==> src/rtl/divider_pkg.sv <==
// Shared types for the repeated-subtraction divider controller: state encoding
// and the Moore output bundle decoded from each state.
package divider_pkg;

    typedef enum logic [2:0] {
        IDLE,
        LOAD_A,
        LOAD_B,
        CLEAR,
        SUB,
        RESULT,
        DONE
    } state_t;

    typedef struct packed {
        logic en_zero;
        logic en_op1;
        logic en_op2;
        logic en_sub;
        logic load_a;
        logic load_b;
        logic load_m;
        logic load_result;
        logic done;
    } moore_t;

    // Outputs that depend on the state alone; LoadA/Increment in SUB are added by the top.
    function automatic moore_t decode_moore(state_t s);
        moore_t o;
        o = '0;
        case (s)
            LOAD_A: begin o.en_op1 = 1'b1; o.load_a = 1'b1; end
            LOAD_B: begin o.en_op2 = 1'b1; o.load_b = 1'b1; end
            CLEAR:  begin o.en_zero = 1'b1; o.load_m = 1'b1; end
            SUB:    o.en_sub = 1'b1;
            RESULT: o.load_result = 1'b1;
            DONE:   o.done = 1'b1;
            default: ;
        endcase
        return o;
    endfunction

endpackage

==> src/rtl/divider_control_if.sv <==
// Requester handshake, datapath status flags and datapath control strobes
// between the divider controller and its surroundings.
interface divider_control_if;
    logic Req;
    logic nBorrow;
    logic Overflow;
    logic EnableZero;
    logic EnableOp1;
    logic EnableOp2;
    logic EnableSub;
    logic Increment;
    logic LoadA;
    logic LoadB;
    logic LoadM;
    logic LoadResult;
    logic Done;

    modport master (
        output Req, nBorrow, Overflow,
        input  EnableZero, EnableOp1, EnableOp2, EnableSub, Increment,
               LoadA, LoadB, LoadM, LoadResult, Done
    );

    modport slave (
        input  Req, nBorrow, Overflow,
        output EnableZero, EnableOp1, EnableOp2, EnableSub, Increment,
               LoadA, LoadB, LoadM, LoadResult, Done
    );
endinterface

==> src/rtl/divider_control.sv <==
// Sequencing FSM for the 8-bit repeated-subtraction divider: loads operands,
// subtracts until borrow or quotient saturation, then hands back the result.
module divider_control
    import divider_pkg::*;
(
    input  logic            Clock,
    input  logic            Reset,
    divider_control_if.slave bus
);

    state_t r_state;
    state_t w_state_next;
    moore_t r_out;
    moore_t w_out_next;
    logic   w_sub_step;

    always_comb begin
        w_state_next = r_state;
        case (r_state)
            IDLE:    if (bus.Req) w_state_next = LOAD_A;
            LOAD_A:  w_state_next = LOAD_B;
            LOAD_B:  w_state_next = CLEAR;
            CLEAR:   w_state_next = SUB;
            // Borrow ends the division first; overflow saturates (divide-by-zero).
            SUB:     if (!bus.nBorrow || bus.Overflow) w_state_next = RESULT;
            RESULT:  w_state_next = DONE;
            DONE:    if (!bus.Req) w_state_next = IDLE;
            default: w_state_next = IDLE;
        endcase
        w_out_next = decode_moore(w_state_next);
    end

    // Outputs are registered alongside the state so they are a pure function of it.
    always_ff @(posedge Clock or posedge Reset) begin
        if (Reset) begin
            r_state <= IDLE;
            r_out   <= '0;
        end else begin
            r_state <= w_state_next;
            r_out   <= w_out_next;
        end
    end

    assign w_sub_step = (r_state == SUB) & bus.nBorrow & ~bus.Overflow;

    assign bus.EnableZero = r_out.en_zero;
    assign bus.EnableOp1  = r_out.en_op1;
    assign bus.EnableOp2  = r_out.en_op2;
    assign bus.EnableSub  = r_out.en_sub;
    assign bus.LoadA      = r_out.load_a | w_sub_step;
    assign bus.Increment  = w_sub_step;
    assign bus.LoadB      = r_out.load_b;
    assign bus.LoadM      = r_out.load_m;
    assign bus.LoadResult = r_out.load_result;
    assign bus.Done       = r_out.done;

endmodule

==> src/flat_wrapper.sv <==
// flat-port wrapper written by rule: the top's interface ports become plain ports
module divider_control_flat import divider_pkg::*;
  (Clock, Reset, bus_Req, bus_nBorrow, bus_Overflow, bus_EnableZero, bus_EnableOp1, bus_EnableOp2, bus_EnableSub, bus_Increment, bus_LoadA, bus_LoadB, bus_LoadM, bus_LoadResult, bus_Done);
  divider_control_if bus_i ();
  input  logic Clock;
  input  logic Reset;
  input wire logic [$bits(bus_i.Req)-1:0] bus_Req;
  input wire logic [$bits(bus_i.nBorrow)-1:0] bus_nBorrow;
  input wire logic [$bits(bus_i.Overflow)-1:0] bus_Overflow;
  output wire logic [$bits(bus_i.EnableZero)-1:0] bus_EnableZero;
  output wire logic [$bits(bus_i.EnableOp1)-1:0] bus_EnableOp1;
  output wire logic [$bits(bus_i.EnableOp2)-1:0] bus_EnableOp2;
  output wire logic [$bits(bus_i.EnableSub)-1:0] bus_EnableSub;
  output wire logic [$bits(bus_i.Increment)-1:0] bus_Increment;
  output wire logic [$bits(bus_i.LoadA)-1:0] bus_LoadA;
  output wire logic [$bits(bus_i.LoadB)-1:0] bus_LoadB;
  output wire logic [$bits(bus_i.LoadM)-1:0] bus_LoadM;
  output wire logic [$bits(bus_i.LoadResult)-1:0] bus_LoadResult;
  output wire logic [$bits(bus_i.Done)-1:0] bus_Done;
  assign bus_i.Req = bus_Req;
  assign bus_i.nBorrow = bus_nBorrow;
  assign bus_i.Overflow = bus_Overflow;
  assign bus_EnableZero = bus_i.EnableZero;
  assign bus_EnableOp1 = bus_i.EnableOp1;
  assign bus_EnableOp2 = bus_i.EnableOp2;
  assign bus_EnableSub = bus_i.EnableSub;
  assign bus_Increment = bus_i.Increment;
  assign bus_LoadA = bus_i.LoadA;
  assign bus_LoadB = bus_i.LoadB;
  assign bus_LoadM = bus_i.LoadM;
  assign bus_LoadResult = bus_i.LoadResult;
  assign bus_Done = bus_i.Done;
  divider_control u_core (.Clock(Clock), .Reset(Reset), .bus(bus_i));
endmodule
==> config.mk <==
export PLATFORM = sky130hd
export DESIGN_NAME = divider_control_flat
export DESIGN_NICKNAME = d
export VERILOG_FILES = /design/src/rtl/divider_pkg.sv /design/src/rtl/divider_control_if.sv /design/src/rtl/divider_control.sv /design/src/flat_wrapper.sv
export SDC_FILE = /design/constraint.sdc
export NUM_CORES = 1
export LEC_CHECK = 0
export BUFFER_PORTS_ARGS = -buffer_cell sky130_fd_sc_hd__buf_2
export CAP_MARGIN = 40
export CORE_MARGIN = 4
export CORE_UTILIZATION = 30
export CTS_CLUSTER_SIZE = 25
export DETAILED_ROUTE_END_ITERATION = 6
export PLACE_DENSITY = 0.52
export RECOVER_POWER = 25
export SYNTH_ARGS = -nofsm -noshare
export SYNTH_HDL_FRONTEND = slang
export SYNTH_SLANG_ARGS = --single-unit
==> constraint.sdc <==
create_clock -name Clock -period 2.25 [get_ports Clock]
set_clock_uncertainty 0.15 [all_clocks]
set_input_delay 0.225 -clock Clock [delete_from_list [all_inputs] [get_ports Clock]]
set_output_delay 0.225 -clock Clock [all_outputs]
set_load 0.02 [all_outputs]
Word level (Yosys, flattened, before mapping)
Index checks and enable logic that the tools add are counted.
Storage, ports and cells
  output and inout bits: 10
  bits in registers: 9
  bits of input ports: 5
Operators by class
  reductions and logical operators: 3
  eq/ne operators: 12
  muxes and demuxes: 10
  bitwise logic cells: 4
Operators with widths (count)
  $pmux W3 S7: 1
  $eq A3 B3 Y1 const B: 6
  $eq A3 B2 Y1 const B: 4
  $mux W3: 3
  $eq A3 B1 Y1 const B: 2
  $mux W1: 6
  $logic_not A3 Y1: 1
  $and A1 B1 Y1: 2
  $logic_not A1 Y1: 1
  $logic_or A1 B1 Y1: 1
  $not A1 Y1: 1
  $or A1 B1 Y1: 1

Depth between registers and ports, before layout
  word-level depth: 6
  depth in mapped cells: 3
  mapped depth without buffers: 3

Least setup slack after synthesis
No wires, ideal clock.
  path type: reg-to-output
  start point: register u_core.r_state[0]
  end point: output bus_LoadA
  data arrival time: 0.861 ns
  path buffers: 0
  slack: 1.014 ns
  stages on the path, launching flop included: 4
  cell sequence: dfrtp_1 > nor2_1 > nand4b_1 > nand2b_1
On the way
  longest elaborated chain between the ends: 4
RTL lines
  start, declared: line divider_control.sv:11  | state_t r_state;
  start signal, assigned: line divider_control.sv:39  | r_state <= w_state_next;
  $eq A3 B3 Y1: line divider_control.sv:44  | assign w_sub_step = (r_state == SUB) & bus.nBorrow & ~bus.Overflow;
  $and A1 B1 Y1 (2 in a row): line divider_control.sv:44
  $or A1 B1 Y1: line divider_control.sv:50  | assign bus.LoadA = r_out.load_a | w_sub_step;
  end, declared: line flat_wrapper.sv:15  | output wire logic [$bits(bus_i.LoadA)-1:0] bus_LoadA;
Every way passes these cells.

Worst setup path in the final report
Ends and elaborated chain as after synthesis.

==> implementation parameters <==
Parameter                              Value

Setup path
  Cells on worst reg2reg path    3
  Category of the critical setup timing path    flop to output port
  CP Capture Type    output port
  Worst Path Required    around 1900 ps
  Reg2Reg Capture Point    u_core.bus.Done
  Crit. Startpoint    u_core.r_state[0]
  Data arrival time at the worst-slack endpoint    between 1000 and 1500 ps
  Nature of the critical path startpoint    flop
  Slack of the worst reg-to-reg path    about 1100 ps
  Largest fanout of any net on the critical path    7
  R2r startpoint    u_core.r_state[0]

Placed design
  Count of buffers inserted at the top-level ports    14
  Instance count after placement with tap cells included    62
  Final weighted congestion in routability-driven placement    about 0.83

STA
  Setup TNS Final    0 ps
  Final critical delay including setup and external delays    1630 ps
  Worst relative slew slack    around four fifths
  Post-route clock period utilization    around 72%
  Setup violations, final    0
  Final hold viol count    0
  Unrepaired setup endpoints after global routing    false
  Worst Tran Pin Value    ~330 ps
  Max Clock Freq    slightly above 0.6 GHz
  Slew Viols, Final    0

Layout
  Number of inserted filler cells in the final layout    approximately 120
  Number of non-filler instances in the completed layout    between 60 and 70
  Area grow syn2layout    24.8%
  Fraction of final layout cells sized beyond drive strength 1    roughly 34%
  Leading cell types in the layout, fill and taps excluded    buf_2, dfrtp_1, nor2_1, nand2b_1
  Most common cell after layout, fill and taps aside    buf_2
  Layout net count    between 50 and 60
  # diodes    0

GRT
  Met1 usage    around 8.6%
  Highest-utilization routing layer at the global route stage    met2
  Global routing met2 resource utilization    11.3%
  Total congestion overflow after global routing    0
  Via count of the first global-routing pass    around 250
  Combined global-route utilization of all metal layers    8.51%
  Largest net degree at the start of global routing    13
  Met3 Resource Use GR    roughly 5.3%
  First-pass GRT wire length    roughly 1.1 mm
  Number of antenna violations at the first check in global routing    0

Hold path
  Hold WC Path Type    primary input to flop
  Min-delay src    bus_Req
  Hold Path Cell Cnt    3
  Hold worst-path end    u_core.r_out[4]

Die
  Overall die area    between 0.0015 and 0.002 sq mm
  Core area    between 0.001 and 0.0015 sq mm
  Placement Rows    12
  I/O pin count    15
  Height of the chip    ~44 um
  Starting density of the core    33.7%
  Die W    approximately 44 um

Clock tree
  Sinks on the clock net    9
  Post-cts gate resize count    0
  Buffer type at the clock tree root    clkbuf_4
  TritonCTS clock tree    built
  Max Buffers Root-to-Sink    2
  CTS H-Tree Depth    1
  Number of buffers created by CTS    3
  Clock insertion delay at the later pin of the skew report    roughly 260 ps
  Clock-pin slew on the worst setup and hold paths    about 60 ps
  Buffer count from post-CTS setup fixing    0

Detailed routing
  Number of routed nets with antenna violations    0
  DRC violation count after routing    0
  Total vias in the final route    304
  Drt first-iter violations    8
  Pre-antenna DRT Iters    4
  Wire length per cell after detailed routing    10.7 um
  Vias per inst    4.54
  Sum of routed wire length over all layers    between 700 and 800 um

Synthesis
  Sequential-to-total area share from yosys stat    a little under three fifths
  Synthesized area    just under 400 sq um
  Register bit count reported by yosys    9
  Total number of yosys warnings    0
  Total nets after synthesis    between 40 and 50
  Count of cell types in the netlist    18
  Number of standard cells after synthesis    37
  Average cell area after synthesis    between 10 and 15 sq um

Status
  Status    finished clean

Run
  Number of violations of the max-capacitance limit    0

Pwr
  Worst IR drop on VDD    0.000403 V
  P per Cell Area    1380 mW/mm^2
  Leakage power of the design    approximately 0.28 nW
[where the power goes]
part / leakage (nW) / total, mW / internal [mW] / switching [mW]
Clock: 0.0150 / 0.123 / 0.0683 / 0.0548
Sequential: 0.118 / 0.288 / 0.226 / 0.0626
Combinational: 0.148 / 0.265 / 0.106 / 0.159
Total: 0.281 / 0.677 / 0.400 / 0.277
[area by class of cell]
| class | count | area (sq um) | area share [%] |
|---|---|---|---|
| clock buffer | 4 | 26.3 | 5.34 |
| sequential | 9 | 225 | 45.8 |
| inverter | 3 | 11.3 | 2.29 |
| multi-input combinational | 22 | 131 | 26.7 |
| tap | 14 | 17.5 | 3.56 |
| timing repair buffer | 15 | 80.1 | 16.3 |
[critical path: stages (launching register included)]
cell and delay, ps:
dfrtp_1 430, nor2_1 150, nand4b_1 160, nand2b_1 100, buf_2 160
[cell usage after synthesis]
cell type | instances | area (sq um)
a21boi_2 | 1 | 11.3
a21o_1 | 1 | 7.51
a21oi_1 | 1 | 5.00
and3_1 | 1 | 6.26
buf_4 | 2 | 15.0
buf_6 | 1 | 11.3
dfrtp_1 | 9 | 225
inv_1 | 3 | 11.3
nand2_1 | 1 | 3.75
nand2b_1 | 4 | 25.0
nand3b_1 | 1 | 7.51
nand4b_1 | 1 | 8.76
nor2_1 | 4 | 15.0
nor2b_1 | 1 | 6.26
nor4_1 | 1 | 6.26
o21ai_0 | 3 | 15.0
o21bai_1 | 1 | 7.51
or2_1 | 1 | 6.26
[flip-flops by register name, summed over array words and instances, names as in the netlist]
register / count
u_core.bus.LoadResult: 1
u_core.bus.LoadB: 1
u_core.bus.Done: 1
u_core.bus.LoadM: 1
u_core.r_state: 3
u_core.bus.EnableSub: 1
u_core.r_out: 1
[per-stage QoR]
step / hold WS, ps / total power, mW / worst slack, ps / util (%) / cell area, sq um
after global placement: 43.0 / 0.553 / 913 / 38.9 / 455
after detailed placement: 43.0 / 0.560 / 888 / 38.9 / 455
final: 93.8 / 0.677 / 624 / 42.0 / 492
after floorplan: -97.1 / 0.504 / 1010 / - / 394
after global routing: 111 / 0.725 / 510 / 42.0 / 492
after CTS: 84.2 / 0.686 / 597 / 42.0 / 492
[per-layer routing]
metal	wire length, um	vias to the layer above	share of wire, %
li1	-	152	-
met1	294	134	41
met2	315	18	44
met3	107	0	15
met4	0	0	0
met5	0	-	0
[timing repair]
item / 4_1_cts / 5_1_grt
setup endpoints to repair: 0 / 0
endpoints found under the hold margin: 9 / 0
hold buffers: 1 / 0
[worst max path at each step]
stage	end	slack, ps	depth (start not counted)
4_1_cts	bus_LoadA	600	4
3_5_place_dp	bus_LoadA	890	4
5_1_grt	bus_LoadA	510	4
6_report	bus_LoadA	620	4
3_3_place_gp	bus_LoadA	910	4
2_1_floorplan	bus_LoadA	1010	3
[cell families after synthesis]
logic type      synth area share (%)
buf+inv                         9.52
simple gates                    21.6
compound gates                  11.7
flops                           57.1
No activity file was read; power rests on OpenSTA's default activity.
